<file path="src/rtl/binary_to_bcd_pkg.sv">
// binary_to_bcd_pkg: shared FSM state encoding and double-dabble constants
package binary_to_bcd_pkg;
  typedef enum logic [1:0] {IDLE = 2'd0, CONVERT = 2'd1, DONE = 2'd2} state_t;
  localparam logic [3:0] ADD3_THRESHOLD = 4'd4;
endpackage

</file>
<file path="src/rtl/binary_to_bcd_hs_if.sv">
// binary_to_bcd_hs_if: request/result handshake bundle for the converter
interface binary_to_bcd_hs_if #(
  parameter int INPUT_WIDTH    = 16,
  parameter int DECIMAL_DIGITS = 5
);
  logic [INPUT_WIDTH-1:0]      i_Binary;
  logic                        i_Valid;
  logic                        o_Ready;
  logic [DECIMAL_DIGITS*4-1:0] o_BCD;
  logic                        o_Sign;
  logic [DECIMAL_DIGITS-1:0]   o_Blank;
  logic                        o_Overflow;
  logic                        o_Valid;
  logic                        i_Ready;
  modport master (output i_Binary, i_Valid, i_Ready, input o_Ready, o_BCD, o_Sign, o_Blank, o_Overflow, o_Valid);
  modport slave (input i_Binary, i_Valid, i_Ready, output o_Ready, o_BCD, o_Sign, o_Blank, o_Overflow, o_Valid);
endinterface

</file>
<file path="src/rtl/bcd_digit_adjust.sv">
// bcd_digit_adjust: double-dabble add-3 correction for one BCD digit
module bcd_digit_adjust
  import binary_to_bcd_pkg::*;
(
  input  logic [3:0] i_digit,
  output logic [3:0] o_digit
);
  always_comb o_digit = (i_digit > ADD3_THRESHOLD) ? i_digit + 4'd3 : i_digit;
endmodule

</file>
<file path="src/rtl/binary_to_bcd_hs.sv">
// binary_to_bcd_hs: bit-serial double-dabble binary to BCD converter with valid/ready handshake
module binary_to_bcd_hs
  import binary_to_bcd_pkg::*;
#(
  parameter int INPUT_WIDTH    = 16,
  parameter int DECIMAL_DIGITS = 5,
  parameter int SIGNED_MODE    = 0
) (
  input logic               i_Clock,
  input logic               i_Reset_n,
  binary_to_bcd_hs_if.slave bus
);
  localparam int CW = $clog2(INPUT_WIDTH + 1);
  localparam int BW = DECIMAL_DIGITS * 4;
  state_t                 state_q, state_d;
  logic [INPUT_WIDTH-1:0] mag_q, mag_d;
  logic [BW-1:0]          bcd_q, bcd_d, adj;
  logic                   sign_q, sign_d, ovf_q, ovf_d;
  logic [CW-1:0]          cnt_q, cnt_d;
  logic [DECIMAL_DIGITS-1:0] blank;
  for (genvar i = 0; i < DECIMAL_DIGITS; i++) begin : g_adj
    bcd_digit_adjust u_adj (.i_digit(bcd_q[4*i +: 4]), .o_digit(adj[4*i +: 4]));
  end
  always_comb begin
    state_d = state_q;
    mag_d   = mag_q;
    bcd_d   = bcd_q;
    sign_d  = sign_q;
    ovf_d   = ovf_q;
    cnt_d   = cnt_q;
    case (state_q)
      IDLE: if (bus.i_Valid) begin
        sign_d  = (SIGNED_MODE != 0) && bus.i_Binary[INPUT_WIDTH-1];
        mag_d   = sign_d ? -bus.i_Binary : bus.i_Binary;
        bcd_d   = '0;
        ovf_d   = 1'b0;
        cnt_d   = '0;
        state_d = CONVERT;
      end
      CONVERT: begin
        // the top digit's carry-out is the only bit that can be lost
        bcd_d   = {adj[BW-2:0], mag_q[INPUT_WIDTH-1]};
        ovf_d   = ovf_q | adj[BW-1];
        mag_d   = mag_q << 1;
        cnt_d   = cnt_q + 1'b1;
        state_d = (cnt_q == CW'(INPUT_WIDTH - 1)) ? DONE : CONVERT;
      end
      DONE: state_d = bus.i_Ready ? IDLE : DONE;
      default: state_d = IDLE;
    endcase
  end
  always_ff @(posedge i_Clock or negedge i_Reset_n) begin
    if (!i_Reset_n) begin
      state_q <= IDLE;
      mag_q   <= '0;
      bcd_q   <= '0;
      sign_q  <= 1'b0;
      ovf_q   <= 1'b0;
      cnt_q   <= '0;
    end else begin
      state_q <= state_d;
      mag_q   <= mag_d;
      bcd_q   <= bcd_d;
      sign_q  <= sign_d;
      ovf_q   <= ovf_d;
      cnt_q   <= cnt_d;
    end
  end
  always_comb begin
    logic z;
    z     = 1'b1;
    blank = '0;
    for (int i = DECIMAL_DIGITS - 1; i > 0; i--) begin
      z        = z & (bcd_q[4*i +: 4] == 4'd0);
      blank[i] = z;
    end
  end
  assign bus.o_Ready    = (state_q == IDLE);
  assign bus.o_Valid    = (state_q == DONE);
  assign bus.o_BCD      = bcd_q;
  assign bus.o_Sign     = sign_q;
  assign bus.o_Overflow = ovf_q;
  assign bus.o_Blank    = blank;
endmodule

</file>
<file path="src/flat_wrapper.sv">
// flat-port wrapper written by rule: the top's interface ports become plain ports
module binary_to_bcd_hs_flat import binary_to_bcd_pkg::*;
#(
  parameter int INPUT_WIDTH    = 16,
  parameter int DECIMAL_DIGITS = 5,
  parameter int SIGNED_MODE    = 0
)
  (i_Clock, i_Reset_n, bus_i_Binary, bus_i_Valid, bus_i_Ready, bus_o_Ready, bus_o_BCD, bus_o_Sign, bus_o_Blank, bus_o_Overflow, bus_o_Valid);
  binary_to_bcd_hs_if #(.INPUT_WIDTH(INPUT_WIDTH), .DECIMAL_DIGITS(DECIMAL_DIGITS)) bus_i ();
  input logic i_Clock;
  input logic i_Reset_n;
  input wire logic [$bits(bus_i.i_Binary)-1:0] bus_i_Binary;
  input wire logic [$bits(bus_i.i_Valid)-1:0] bus_i_Valid;
  input wire logic [$bits(bus_i.i_Ready)-1:0] bus_i_Ready;
  output wire logic [$bits(bus_i.o_Ready)-1:0] bus_o_Ready;
  output wire logic [$bits(bus_i.o_BCD)-1:0] bus_o_BCD;
  output wire logic [$bits(bus_i.o_Sign)-1:0] bus_o_Sign;
  output wire logic [$bits(bus_i.o_Blank)-1:0] bus_o_Blank;
  output wire logic [$bits(bus_i.o_Overflow)-1:0] bus_o_Overflow;
  output wire logic [$bits(bus_i.o_Valid)-1:0] bus_o_Valid;
  assign bus_i.i_Binary = bus_i_Binary;
  assign bus_i.i_Valid = bus_i_Valid;
  assign bus_i.i_Ready = bus_i_Ready;
  assign bus_o_Ready = bus_i.o_Ready;
  assign bus_o_BCD = bus_i.o_BCD;
  assign bus_o_Sign = bus_i.o_Sign;
  assign bus_o_Blank = bus_i.o_Blank;
  assign bus_o_Overflow = bus_i.o_Overflow;
  assign bus_o_Valid = bus_i.o_Valid;
  binary_to_bcd_hs #(.INPUT_WIDTH(INPUT_WIDTH), .DECIMAL_DIGITS(DECIMAL_DIGITS), .SIGNED_MODE(SIGNED_MODE)) u_core (.i_Clock(i_Clock), .i_Reset_n(i_Reset_n), .bus(bus_i));
endmodule
</file>
<file path="config.mk">
export PLATFORM = sky130hd
export DESIGN_NAME = binary_to_bcd_hs_flat
export DESIGN_NICKNAME = d
export VERILOG_FILES = /design/src/rtl/binary_to_bcd_pkg.sv /design/src/rtl/binary_to_bcd_hs_if.sv /design/src/rtl/bcd_digit_adjust.sv /design/src/rtl/binary_to_bcd_hs.sv /design/src/flat_wrapper.sv
export SDC_FILE = /design/constraint.sdc
export NUM_CORES = 1
export LEC_CHECK = 0
export ABC_AREA = 0
export BUFFER_PORTS_ARGS = -buffer_cell sky130_fd_sc_hd__buf_2
export CORE_MARGIN = 3
export CORE_UTILIZATION = 39
export DETAILED_ROUTE_END_ITERATION = 8
export GPL_TIMING_DRIVEN = 0
export PLACE_DENSITY = 0.66
export SLEW_MARGIN = 25
export SYNTH_ARGS = -nofsm -noshare
export SYNTH_HDL_FRONTEND = slang
export SYNTH_SLANG_ARGS = --single-unit
</file>
<file path="constraint.sdc">
create_clock -name i_Clock -period 4.5 [get_ports i_Clock]
set_clock_uncertainty 0.15 [all_clocks]
set_input_delay 0.225 -clock i_Clock [delete_from_list [all_inputs] [get_ports i_Clock]]
set_output_delay 0.225 -clock i_Clock [all_outputs]
set_load 0.01 [all_outputs]
</file>
Word level (Yosys, flattened, before mapping)
Cells that the tools add are included.

operators by class
  add/subtract/negate cells = 6
  $lt $le $gt $ge = 5
  reduce and logical (&&, ||, !) cells = 7
  bitwise gates (word level) = 4
  equal/unequal tests = 4
  muxes and demuxes = 17

operators by type and width
  operator                                                                         number
  20-bit case mux with 2 select lines                                              1
  16-bit case mux with 2 select lines                                              1
  4-bit by 2-bit adder with 4-bit output, second input constant                    5
  4-bit by 3-bit greater-than comparator with 1-bit output, second input constant  5
  20-bit 2-to-1 mux                                                                1
  4-bit 2-to-1 mux                                                                 5
  4-bit logical NOT                                                                4
  16-bit 2-to-1 mux                                                                1
  5-bit case mux with 2 select lines                                               1
  2-bit 2-to-1 mux                                                                 3
  2-bit case mux with 3 select lines                                               1
  5-bit by 1-bit adder with 5-bit output, second input constant                    1
  5-bit by 4-bit equality test with 1-bit output, second input constant            1
  5-bit 2-to-1 mux                                                                 1
  1-bit bitwise AND                                                                3
  2-bit by 1-bit equality test with 1-bit output, second input constant            1
  2-bit equality test, second input constant                                       1
  2-bit logical NOT                                                                1
  2-bit != test, second input constant                                             1
  1-bit case mux with 2 select lines                                               1
  2-bit AND reduction                                                              1
  2-bit nonzero test                                                               1
  1-bit 2-to-1 mux                                                                 1
  1-bit OR                                                                         1

word-level totals
  word-level logic and storage cells = 48
  register bits = 44
  output and inout bits = 29
  bits of input ports = 20

Depth between registers and ports, before layout
Gate-level depths: netlist (run 1).

  word-level depth = 4
  mapped depth = 6
  depth with buffers taken out = 6

Cells and area by module
A second synthesis (run 1) with hierarchy kept.

second synthesis, totals
  cells, all modules = 257
  area total of the unflattened synthesis = 2,527.4 um^2

by module, submodules not included
  module            area an instance (um^2)  cells each  seq. area each (um^2)  instances
  binary_to_bcd_hs  2,008.2                  182         1,101.1                1
  bcd_digit_adjust  103.8                    15          0.0                    5

Least setup slack after synthesis (run 1)
Ideal clock, no wire load.

  path kind = register to output
  from = reg u_core.bcd_q[16], in the netlist u_core.bus.o_BCD[16]
  to = out bus_o_Blank[1]
  cell stages (with the launch flop) = 6
  path slack = 2.495 ns
  buffers on the path = 0
  arrival = 1.630 ns
  data required time = 4.125 ns
  cells stage by stage = dfrtp_1 -> inv_1 -> ha_1 -> nor3b_1 -> and3_1 -> and4b_1

on the way
  longest elaborated chain between the ends = 4

ends and longest elaborated chain
  item                             line                    RTL
  start: declaration               binary_to_bcd_hs.sv:17  logic [BW-1:0] bcd_q, bcd_d, adj;
  start signal: assignment         binary_to_bcd_hs.sv:56  bcd_q <= '0;
  start signal: assignment         binary_to_bcd_hs.sv:63  bcd_q <= bcd_d;
  4-bit logical NOT                binary_to_bcd_hs.sv:74  z = z & (bcd_q[4*i +: 4] == 4'd0);
  via bus_o_Blank[4]               flat_wrapper.sv:18      output wire logic [$bits(bus_i.o_Blank)-1:0] bus_o_Blank;
  1-bit bitwise AND                binary_to_bcd_hs.sv:74
  via bus_o_Blank[3]               flat_wrapper.sv:18
  1-bit bitwise AND (2 in series)  binary_to_bcd_hs.sv:74
  end: declaration                 flat_wrapper.sv:18

The timed path passes the listed nets, and every way through them passes these cells.

Worst setup path after layout (run 1)
  from = reg u_core.bcd_q[16], in the netlist u_core.bus.o_BCD[16]
  to = out bus_o_Blank[1]

on the way
  longest elaborated chain between the ends = 4

ends and longest elaborated chain
  item                             line
  4-bit logical NOT                binary_to_bcd_hs.sv:74
  1-bit bitwise AND (3 in series)  binary_to_bcd_hs.sv:74

No other way between the ends.

==> metrics, run 1 <==
status=finished clean; NumNets Final=314; slowest CP cell=dfrtp_1; Clk Latency, worst-skew pair=310 ps; # diodes=0; Worst-Margin Slew=594 ps; CP max stage delay=440 ps; Hold Slack=22.0 ps; vias in the first global route=1915; Final Slew Violations=0; Yosys top cell by area=dfrtp_1; Buf+Inv Stages, Crit Path=2; synth cell count leaders=dfrtp_1 (44), o21ai_0 (26), nand2_1 (21), a22oi_1 (15), inv_1 (13); Async SR Flop Fraction=1.00; Finish-stage setup viols=0; Seq/Total Area, Yosys=0.486; critical path type=reg2out; Max Fclk=420 MHz; Slew headroom=0.604; Cells after Synth=231; top-area cell type share of the netlist area=0.486; clock buffer depth=2; Worst setup EP type=primary output; Area Overhead vs Synth=19.6%; crit path cell chain=inv_1, ha_1, nor3b_1, and3_1, and4b_1, buf_2; Hold Path Stages=2; io pins=49; vias=1971; H-tree depth=2; routed vias/inst=5.49; Cell Area, Synth=0.00226 mm²; crit share post-route=0.530; GRT Util Overall=0.178; CP required=4120 ps; Syn. warnings=0; drt drc=0; DP Wirelength=3760 µm; gr ovfl total=0; Final ANT Viol Nets=0; critical path's top delay family=simple AND/OR/NAND/NOR gates; drt wl/cell=15.0 µm; die width=82.2 µm; min Tclk post-route=2380 ps; syn avg cell area=9.80 µm²; Setup Fix Bufs, Post-CTS=0; CP max FO=5; Distinct cells, synth=37; PortBufs=46; Max VDD drop=270 µV; Reg2Reg Depth=3; Num Clock Sinks=44; first-pass GRT wire length=9150 µm; Primary FF master, synth=dfrtp_1; initial antenna violation count=0; Synth area leaders=dfrtp_1 (49%), o21ai_0 (5.7%), a22oi_1 (5.0%); non-filler cells in the finished layout=359; total stage count of the critical path=6; Clock transition at path regs=90 ps; largest net degree at the start of global routing=45; placement row count=27; share of cells above drive strength 1=0.220; effective utilization at floorplan=0.406; Root Buffer=clkbuf_8; initial DRC count=129; chip height=82.2 µm; Yosys reg bits=44; Routed WL=5400 µm; Placer Congestion=0.731; Max-cap violations=0; Post-synth EDFFs=0; Static Leakage=1.27 nW; P per Cell Area=713 mW/mm²; setup_tns=0 ps; core footprint=0.00557 mm²; crit path DAT=2010 ps; First-pass DRT Iterations=4; Die ar.=0.00675 mm²; Num CTS Buffers=5; Final Hold Vio Count=0; most frequent cell after synthesis=dfrtp_1; RSZ-0062 raised after global routing=false; CTS tree=built; Placed Cells incl. Taps=350; crit start category=flip-flop; Hold/Removal Path Class=in2reg
through the flow:
step	power [mW]	setup WS (ps)	instance area, µm²	utilization
after floorplan	1.35	2490	2270	-
after global placement	1.61	2500	2590	0.464
after detailed placement	1.64	2490	2590	0.465
after CTS	1.95	2140	2710	0.486
after global routing	2.11	1990	2710	0.486
final	1.93	2120	2710	0.486
cell families after synthesis:
logic type | share of synthesized area
adder cells (fa/ha/maj) | 0.0442
buffers and inverters | 0.0536
flip-flops | 0.486
AND/OR/NAND/NOR | 0.151
multiplexers | 0.0221
other | 0.00166
AO/OA/AOI/OAI | 0.241
layer usage:
layer | global-route usage | vias up | routed length (µm) | share of wire
met5 | 0 | - | 0 | 0
li1 | - | 960 | - | -
met4 | 0.0482 | 0 | 40 | 0.0074
met1 | 0.238 | 941 | 2460 | 0.46
met3 | 0.0553 | 4 | 421 | 0.078
met2 | 0.278 | 66 | 2480 | 0.46
sequential cells by signal (all words and copies together), names as in the netlist:
register / cells
u_core.bus.o_BCD: 20
u_core.state_q: 2
u_core.cnt_q: 5
u_core.bus.o_Overflow: 1
u_core.mag_q: 16
power breakdown:
group          leakage [nW]  total [mW]  internal [mW]  switching, mW
logic                 0.657       0.900          0.405          0.495
clock network        0.0552       0.303          0.165          0.138
registers             0.558       0.728          0.570          0.157
cell usage in the layout, fill, tap and decap left out, types with 2 or more instances in the layout:
cell      synthesis  layout
a32o_1            7       7
buf_4             2       3
o31ai_1           4       4
o32ai_1           5       5
or3_1             2       2
o21ai_0          26      26
nand2_1          21      21
nand3_1           6       6
and3_1            2       2
nor2_1           11      11
a22o_1            2       2
inv_1            13      13
o21a_1            5       5
o311ai_1          3       3
conb_1            1       2
nor3b_1           3       3
or4_1             4       4
nor3_1            5       5
mux2i_1           5       5
a22oi_1          15      15
o22ai_1           5       5
nor2b_1           9       9
dfrtp_1          44      44
ha_1              8       8
clkbuf_1          5       6
clkbuf_8          0       5
buf_2             7      52
area by class of cell:
class | instances | area [µm²]
sequential | 44 | 1100
inverter | 13 | 48.8
fill | 551 | 2870
clock buffer | 6 | 72.6
tap | 72 | 90.1
multi-input combinational | 160 | 1040
timing repair buffer | 47 | 243
clock inverter | 2 | 35.0
buffer | 15 | 72.6
final timing paths:
check / from / endpoint / slack, ps
max: u_core.bus.o_BCD[16] / bus_o_Blank[1] / 2120
min: bus_i_Binary[0] / u_core.mag_q[0] / 20
max reg2reg: u_core.state_q[1] / u_core.bus.o_BCD[17] / 2770
min reg2reg: u_core.mag_q[5] / u_core.mag_q[5] / 340
max in group asynchronous: i_Reset_n / u_core.mag_q[0] / 3500
min in group asynchronous: i_Reset_n / u_core.bus.o_BCD[13] / 290
repair_timing:
| action | 4_1_cts | 5_1_grt |
|---|---|---|
| gates resized for setup | 0 | 0 |
| endpoints found under the hold margin | 44 | 0 |
| hold buffers | 1 | 0 |
Power figures use the tool's default switching activity.
==> inputs of run 2 (changes only) <==
--- a/config.mk
+++ b/config.mk
@@ -5,7 +5,7 @@
 export SDC_FILE = /design/constraint.sdc
 export NUM_CORES = 1
 export LEC_CHECK = 0
-export ABC_AREA = 0
+export ABC_AREA = 1
 export BUFFER_PORTS_ARGS = -buffer_cell sky130_fd_sc_hd__buf_2
 export CORE_MARGIN = 3
 export CORE_UTILIZATION = 39
==> constraint.sdc (replaced) <==
create_clock -name i_Clock -period 2.37 [get_ports i_Clock]
set_clock_uncertainty 0.15 [all_clocks]
set_input_delay 0.1185 -clock i_Clock [delete_from_list [all_inputs] [get_ports i_Clock]]
set_output_delay 0.1185 -clock i_Clock [all_outputs]
set_load 0.01 [all_outputs]
==> run 2 against run 1 <==
Net effect: core utilization up 3.5 points; first-iteration DRC count down 48%; routed wire length grew 0.35%; combinational power is 110% higher; synthesized cell count increased by 31%; design area is 9.2% higher; sequential share of layout area shrank 3.4 points; clock-buffer cell count did not move; critical path depth increased by 1; worst setup slack worse by 1700 ps; largest cell class unchanged; register-to-register slack got worse by 2100 ps; die area increased by 3.6%.
==> metrics, run 2 <==
Reg2Reg Depth=6 (was 3); Register Area=0.00110 mm² (unchanged); Distinct cells, synth=25 (was 37); chip height=83.7 µm (was 82.2 µm); Primary FF master, synth=dfrtp_1 (unchanged); met2 usage=0.277 (was 0.278); Post-CTS Hold Buffers=18 (was 1); Placer Congestion=0.845 (was 0.731); PortBufs=46 (unchanged); largest net degree at the start of global routing=45 (unchanged); GRT Util Overall=0.162 (was 0.178); CTS tree=built (unchanged); P per Cell Area=1300 mW/mm² (was 713 mW/mm²); min Tclk post-route=1990 ps; io pins=49 (unchanged); Pwr Total=3.84 mW (was 1.93 mW); most frequent cell after synthesis=nand2_1 (was dfrtp_1); critical path capture point=bus_o_Blank[1] (unchanged); worst slack, placed=714 ps (was 2490 ps); clock buffer depth=2 (unchanged); Setup Fix Bufs, Post-CTS=0 (unchanged); routed vias/inst=4.90 (was 5.49); Die ar.=0.00700 mm² (was 0.00675 mm²); commonest non-fill, non-tap cell in the layout=nand2_1 (was buf_2); CP max FO=5 (unchanged); top-area cell type share of the netlist area=0.468 (was 0.486); Hold Slack=104 ps (was 22.0 ps); Seq/Total Area, Yosys=0.468 (was 0.486); most frequent cells in the layout=nand2_1 (111), buf_2 (46), dfrtp_1 (44), nand3_1 (39), inv_1 (30) (was buf_2 (52), dfrtp_1 (44), o21ai_0 (26), nand2_1 (21), a22oi_1 (15)); Num Clock Sinks=44 (unchanged); Yosys top cell by area=dfrtp_1 (unchanged); Cell Area, Synth=0.00235 mm² (was 0.00226 mm²); setup_tns=0 ps (unchanged); Slew headroom=0.626 (was 0.604); Routed WL=5420 µm (was 5400 µm); RR Startpoint=u_core.bus.o_BCD[8] (was u_core.state_q[1]); CP required=2100 ps (was 4120 ps); core footprint=0.00568 mm² (was 0.00557 mm²); H-tree depth=2 (unchanged); flop2flop setup slack=680 ps (was 2770 ps); Worst setup EP type=primary output (unchanged); syn avg cell area=7.76 µm² (was 9.80 µm²); First-pass DRT Iterations=4 (unchanged); Final Hold Vio Count=0 (unchanged); crit path DAT=1720 ps (was 2010 ps); initial antenna violation count=0 (unchanged); Synth area leaders=dfrtp_1 (47%), nand2_1 (18%), nand3_1 (8.3%) (was dfrtp_1 (49%), o21ai_0 (5.7%), a22oi_1 (5.0%)); Yosys reg bits=44 (unchanged); critical path type=reg2out (unchanged); crit start category=flip-flop (unchanged); Final ANT Viol Nets=0 (unchanged); share of cells above drive strength 1=0.194 (was 0.220); RSZ-0062 raised after global routing=false (unchanged); Num CTS Buffers=5 (unchanged); vias in the first global route=2156 (was 1915); gr ovfl total=0 (unchanged); NumNets Final=403 (was 314); effective utilization at floorplan=0.414 (was 0.406); status=finished clean (unchanged); Max-cap violations=0 (unchanged); drt wl/cell=12.1 µm (was 15.0 µm); vias=2196 (was 1971); Syn. warnings=0 (unchanged); drt drc=0 (unchanged); crit share post-route=0.840; Worst-Margin Slew=561 ps (was 594 ps); RR Endpoint=u_core.bus.o_BCD[11] (was u_core.bus.o_BCD[17]); Post-synth EDFFs=0 (unchanged); Max Fclk=502 MHz; Root Buffer=clkbuf_8 (unchanged); initial DRC count=67 (was 129); # diodes=0 (unchanged); Most Crowded Layer GR=met2 (unchanged); crit path from=u_core.bus.o_BCD[16] (unchanged); final setup margin=379 ps (was 2120 ps); placed instance area=0.00268 mm² (was 0.00259 mm²); footprint of the multi-input gates=0.00104 mm² (about the same); die width=83.7 µm (was 82.2 µm); DP Wirelength=3810 µm (was 3760 µm); Area Overhead vs Synth=25.7% (was 19.6%); synth cell count leaders=nand2_1 (111), dfrtp_1 (44), nand3_1 (39), inv_1 (30), o21ai_0 (15) (was dfrtp_1 (44), o21ai_0 (26), nand2_1 (21), a22oi_1 (15), inv_1 (13)); Final Instance Area=0.00296 mm² (was 0.00271 mm²); first-pass GRT wire length=9410 µm (was 9150 µm); Max VDD drop=500 µV (was 270 µV); Clk Latency, worst-skew pair=310 ps (about the same); post_cts resized=0 (unchanged); Static Leakage=1.58 nW (was 1.27 nW); Finish-stage setup viols=0 (unchanged); Final Slew Violations=0 (unchanged); Clock transition at path regs=90 ps (about the same); met3 Track Usage GR=0.0346 (was 0.0553); Cells after Synth=303 (was 231); max reg flops=20 (unchanged); fillers=576 (was 551); routing usage on met1=0.196 (was 0.238); Async SR Flop Fraction=1.00 (unchanged); Hold/Removal Path Class=in2reg (unchanged); placement row count=27 (unchanged)
==> run 2: changes by cell type in the layout (fill, tap and decap cells not counted), moves of 9 or more <==
cell / delta
o21ai_0: -11
inv_1: +17
nand3_1: +33
a22oi_1: -15
nor2b_1: -9
nand2_1: +90
dlygate4sd3_1: +17
==> run 2: kinds of logic (layout without fill, tap and decap cells) <==
kind of cell / after synthesis / after routing / synth area share
adders and majority gates: 8 / 8 / 0.0426
buffers and inverters: 43 / 115 / 0.0926
and+or+nand+nor: 170 / 170 / 0.306
other: 1 / 2 / 0.00159
AOI/OAI and AO/OA: 37 / 37 / 0.0888
DFF: 44 / 44 / 0.468
==> run 2: worst min path at each step <==
stage / depth (start not counted) / end / slack (ps) / startpoint
after global placement: 2 / u_core.state_q[1] / 160 / bus_i_Ready
after global routing: 5 / u_core.mag_q[11] / 120 / bus_i_Valid
final: 4 / u_core.bus.o_BCD[6] / 100 / bus_i_Valid
after floorplan: 0 / u_core.bus.o_BCD[0] / -330 / i_Reset_n
after CTS: 5 / u_core.mag_q[13] / 100 / bus_i_Valid
after detailed placement: 2 / u_core.state_q[1] / 160 / bus_i_Ready
==> run 2: report_power, final <==
group          switching, mW  internal, mW
Clock                  0.278         0.236
Combinational           1.15         0.780
Sequential             0.298          1.09
Total                   1.73          2.11
==> run 2: critical path, stage by stage, from the launching register on <==
cell	delay, ps
dfrtp_1	420
inv_1	110
ha_1	200
nand2_1	90
nor2_1	180
nand2_1	130
nor3_1	130
buf_2	150
==> run 2: metal layers <==
layer,vias up,wire [µm],part of all wire
li1,1117,-,-
met1,1030,2460,0.45
met2,42,2640,0.49
met3,7,240,0.044
met4,0,74,0.014
met5,-,0,0
==> run 2: layout make-up <==
class / count / area share
Timing Repair Buffer: 64 / 0.140
Clock inverter: 2 / 0.00508
Buffer: 10 / 0.0309
Multi-Input combinational cell: 217 / 0.351
Clock buffer: 6 / 0.0279
Tap cell: 72 / 0.0305
Sequential cell: 44 / 0.372
Inverter: 33 / 0.0427
==> run 2: through the flow <==
step | utilization | cells
6_report | 0.521 | 448
5_1_grt | 0.521 | 448
4_1_cts | 0.521 | 448
3_5_place_dp | 0.472 | 422
3_3_place_gp | 0.472 | 422
2_1_floorplan | - | 304
==> inputs of run 3 (changes only) <==
--- a/config.mk
+++ b/config.mk
@@ -11,7 +11,7 @@
 export CORE_UTILIZATION = 39
 export DETAILED_ROUTE_END_ITERATION = 8
 export GPL_TIMING_DRIVEN = 0
-export PLACE_DENSITY = 0.66
+export PLACE_DENSITY = 0.68
 export SLEW_MARGIN = 25
 export SYNTH_ARGS = -nofsm -noshare
 export SYNTH_HDL_FRONTEND = slang
==> constraint.sdc (replaced) <==
create_clock -name i_Clock -period 1.65 [get_ports i_Clock]
set_clock_uncertainty 0.15 [all_clocks]
set_input_delay 0.0825 -clock i_Clock [delete_from_list [all_inputs] [get_ports i_Clock]]
set_output_delay 0.0825 -clock i_Clock [all_outputs]
set_load 0.01 [all_outputs]
==> run 3 against run 2 <==
Net effect: the run now ends with negative setup slack left; global-route usage rose by 0.71 points; via count rose by 2.6%; non-clock buffer count rose by 12; worst setup slack got worse by 400 ps; sequential power rose by 44%; combinational power rose by 66%; clock power rose by 58%; largest power group unchanged.
==> metrics, run 3 (synthesis gave the netlist of run 2 again) <==
Slew headroom=0.623 (was 0.626); Finish-stage setup viols=2 (was 0); non-filler cells in the finished layout=460 (was 448); CP most frequent cell=nand2_4 (was nand2_1); GRT Util Overall=0.170 (was 0.162); Max-cap violations=0 (unchanged); gr ovfl total=0 (unchanged); First-pass DRT Iterations=4 (unchanged); commonest non-fill, non-tap cell in the layout=nand2_1 (unchanged); crit start category=flip-flop (unchanged); Buf+Inv Stages, Crit Path=2 (unchanged); NumNets Final=415 (was 403); CP required=1420 ps (was 2100 ps); slowest CP cell=dfrtp_1 (unchanged); Die ar.=0.00700 mm² (unchanged); min Tclk post-route=1670 ps; Placer Congestion=0.827 (was 0.845); clock buffer depth=2 (unchanged); CTS tree=built (unchanged); initial DRC count=127 (was 67); crit path cell chain=inv_2, ha_4, nand2_4, nor2_4, nand2_4, nor2_1, buf_2 (was inv_1, ha_1, nand2_1, nor2_1, nand2_1, nor3_1, buf_2); Worst setup EP type=primary output (unchanged); effective utilization at floorplan=0.414 (unchanged); Clk Latency, worst-skew pair=300 ps (was 310 ps); routed vias/inst=4.90 (about the same); H-tree depth=2 (unchanged); vias in the first global route=2198 (was 2156); Hold/Removal Path Class=in2reg (unchanged); Routed WL=5670 µm (was 5420 µm); RSZ-0062 raised after global routing=true (was false); CP max stage delay=410 ps (was 420 ps); crit share post-route=1.01; Max VDD drop=881 µV (was 500 µV); final setup margin=-20.4 ps (was 379 ps); DP Wirelength=3740 µm (was 3810 µm); violations in the final reports=negative setup slack; Max Fclk=599 MHz; critical path's top delay family=flip-flops (was simple AND/OR/NAND/NOR gates); io pins=49 (unchanged); # diodes=0 (unchanged); drt drc=0 (unchanged); Final ANT Viol Nets=0 (unchanged); first-pass GRT wire length=9810 µm (was 9410 µm); setup_tns=-34.7 ps (was 0 ps); Num CTS Buffers=5 (unchanged); share of cells above drive strength 1=0.253 (was 0.194); chip height=83.7 µm (unchanged); Final Slew Violations=0 (unchanged); Num Clock Sinks=44 (unchanged); initial antenna violation count=0 (unchanged); Placed Cells incl. Taps=422 (unchanged); placement row count=27 (unchanged); Clock transition at path regs=90 ps (about the same); Area Overhead vs Synth=32.8% (was 25.7%); PortBufs=46 (unchanged); crit path DAT=1440 ps (was 1720 ps); Final Hold Vio Count=0 (unchanged); P per Cell Area=1920 mW/mm² (was 1300 mW/mm²); critical path type=reg2out (unchanged); core footprint=0.00568 mm² (unchanged); vias=2253 (was 2196); Worst-Margin Slew=565 ps (was 561 ps); Root Buffer=clkbuf_8 (unchanged); Static Leakage=1.66 nW (was 1.58 nW); drt wl/cell=12.3 µm (was 12.1 µm); status=finished, violations left (was finished clean); max reg flops=20 (unchanged); largest net degree at the start of global routing=45 (unchanged); CP max FO=3 (was 5); die width=83.7 µm (unchanged); most frequent cells in the layout=nand2_1 (108), buf_2 (46), dfrtp_1 (43), nand3_1 (39), inv_1 (26) (was nand2_1 (111), buf_2 (46), dfrtp_1 (44), nand3_1 (39), inv_1 (30))
-- run 3: path summary, 6_finish.rpt --
check                                      from                   end  slack (ps)  depth (start not counted)
max                        u_core.bus.o_BCD[16]        bus_o_Blank[2]         -20                          7
min                                 bus_i_Valid   u_core.bus.o_BCD[6]          70                          4
max reg2reg                 u_core.bus.o_BCD[8]  u_core.bus.o_BCD[11]         180                          6
min reg2reg                     u_core.mag_q[0]       u_core.mag_q[0]         340                          2
max in group asynchronous             i_Reset_n   u_core.bus.o_BCD[4]         770                          2
min in group asynchronous             i_Reset_n  u_core.bus.o_BCD[11]         160                          2
-- run 3: what timing repair did --
item / 4_1_cts / 5_1_grt
pin swaps: 5 / 2
hold buffers: 18 / 0
setup buffers: 11 / 1
hold endpoints to repair: 61 / 0
setup endpoints to repair: 4 / 6
resized for setup: 15 / 5
-- run 3: metal layers --
metal	vias to the layer above	wire [µm]	GRT usage
li1	1135	-	-
met1	1035	2480	0.215
met2	79	2800	0.286
met3	4	344	0.0326
met4	0	50	0.0614
met5	-	0	0
-- run 3: stage by stage --
step | setup slack, ps | hold slack (ps) | instance area [µm²] | util | power (mW)
after floorplan | 59.4 | -363 | 2360 | - | 3.95
after global placement | 57.6 | 121 | 2680 | 0.472 | 4.67
after detailed placement | 40.0 | 125 | 2680 | 0.472 | 4.77
after CTS | -23.4 | 71.5 | 3100 | 0.546 | 5.97
after global routing | -116 | 92.7 | 3120 | 0.550 | 6.65
final | -20.4 | 72.7 | 3120 | 0.550 | 6.01
-- run 3: layout make-up --
type                       count  area (µm²)
tap                           72        90.1
fill                         519        2550
inverter                      33         126
sequential                    44        1100
buffer                        10        91.3
multi-input combinational    217        1100
clock inverter                 2        35.0
clock buffer                   6        72.6
timing repair buffer          76         503
-- run 3: worst reg2reg max path, cell delays in order, from the launching register on --
cell,delay [ps]
dfrtp_1,380
inv_1,80
ha_2,200
o21ai_0,330
nand3_1,120
nand3_1,90
nand2_1,50
-- run 3: where the power goes --
part	leakage, nW	switching (mW)	internal, mW
clock	0.0552	0.364	0.450
combinational	1.06	1.84	1.36
sequential	0.549	0.422	1.57
total	1.66	2.62	3.39
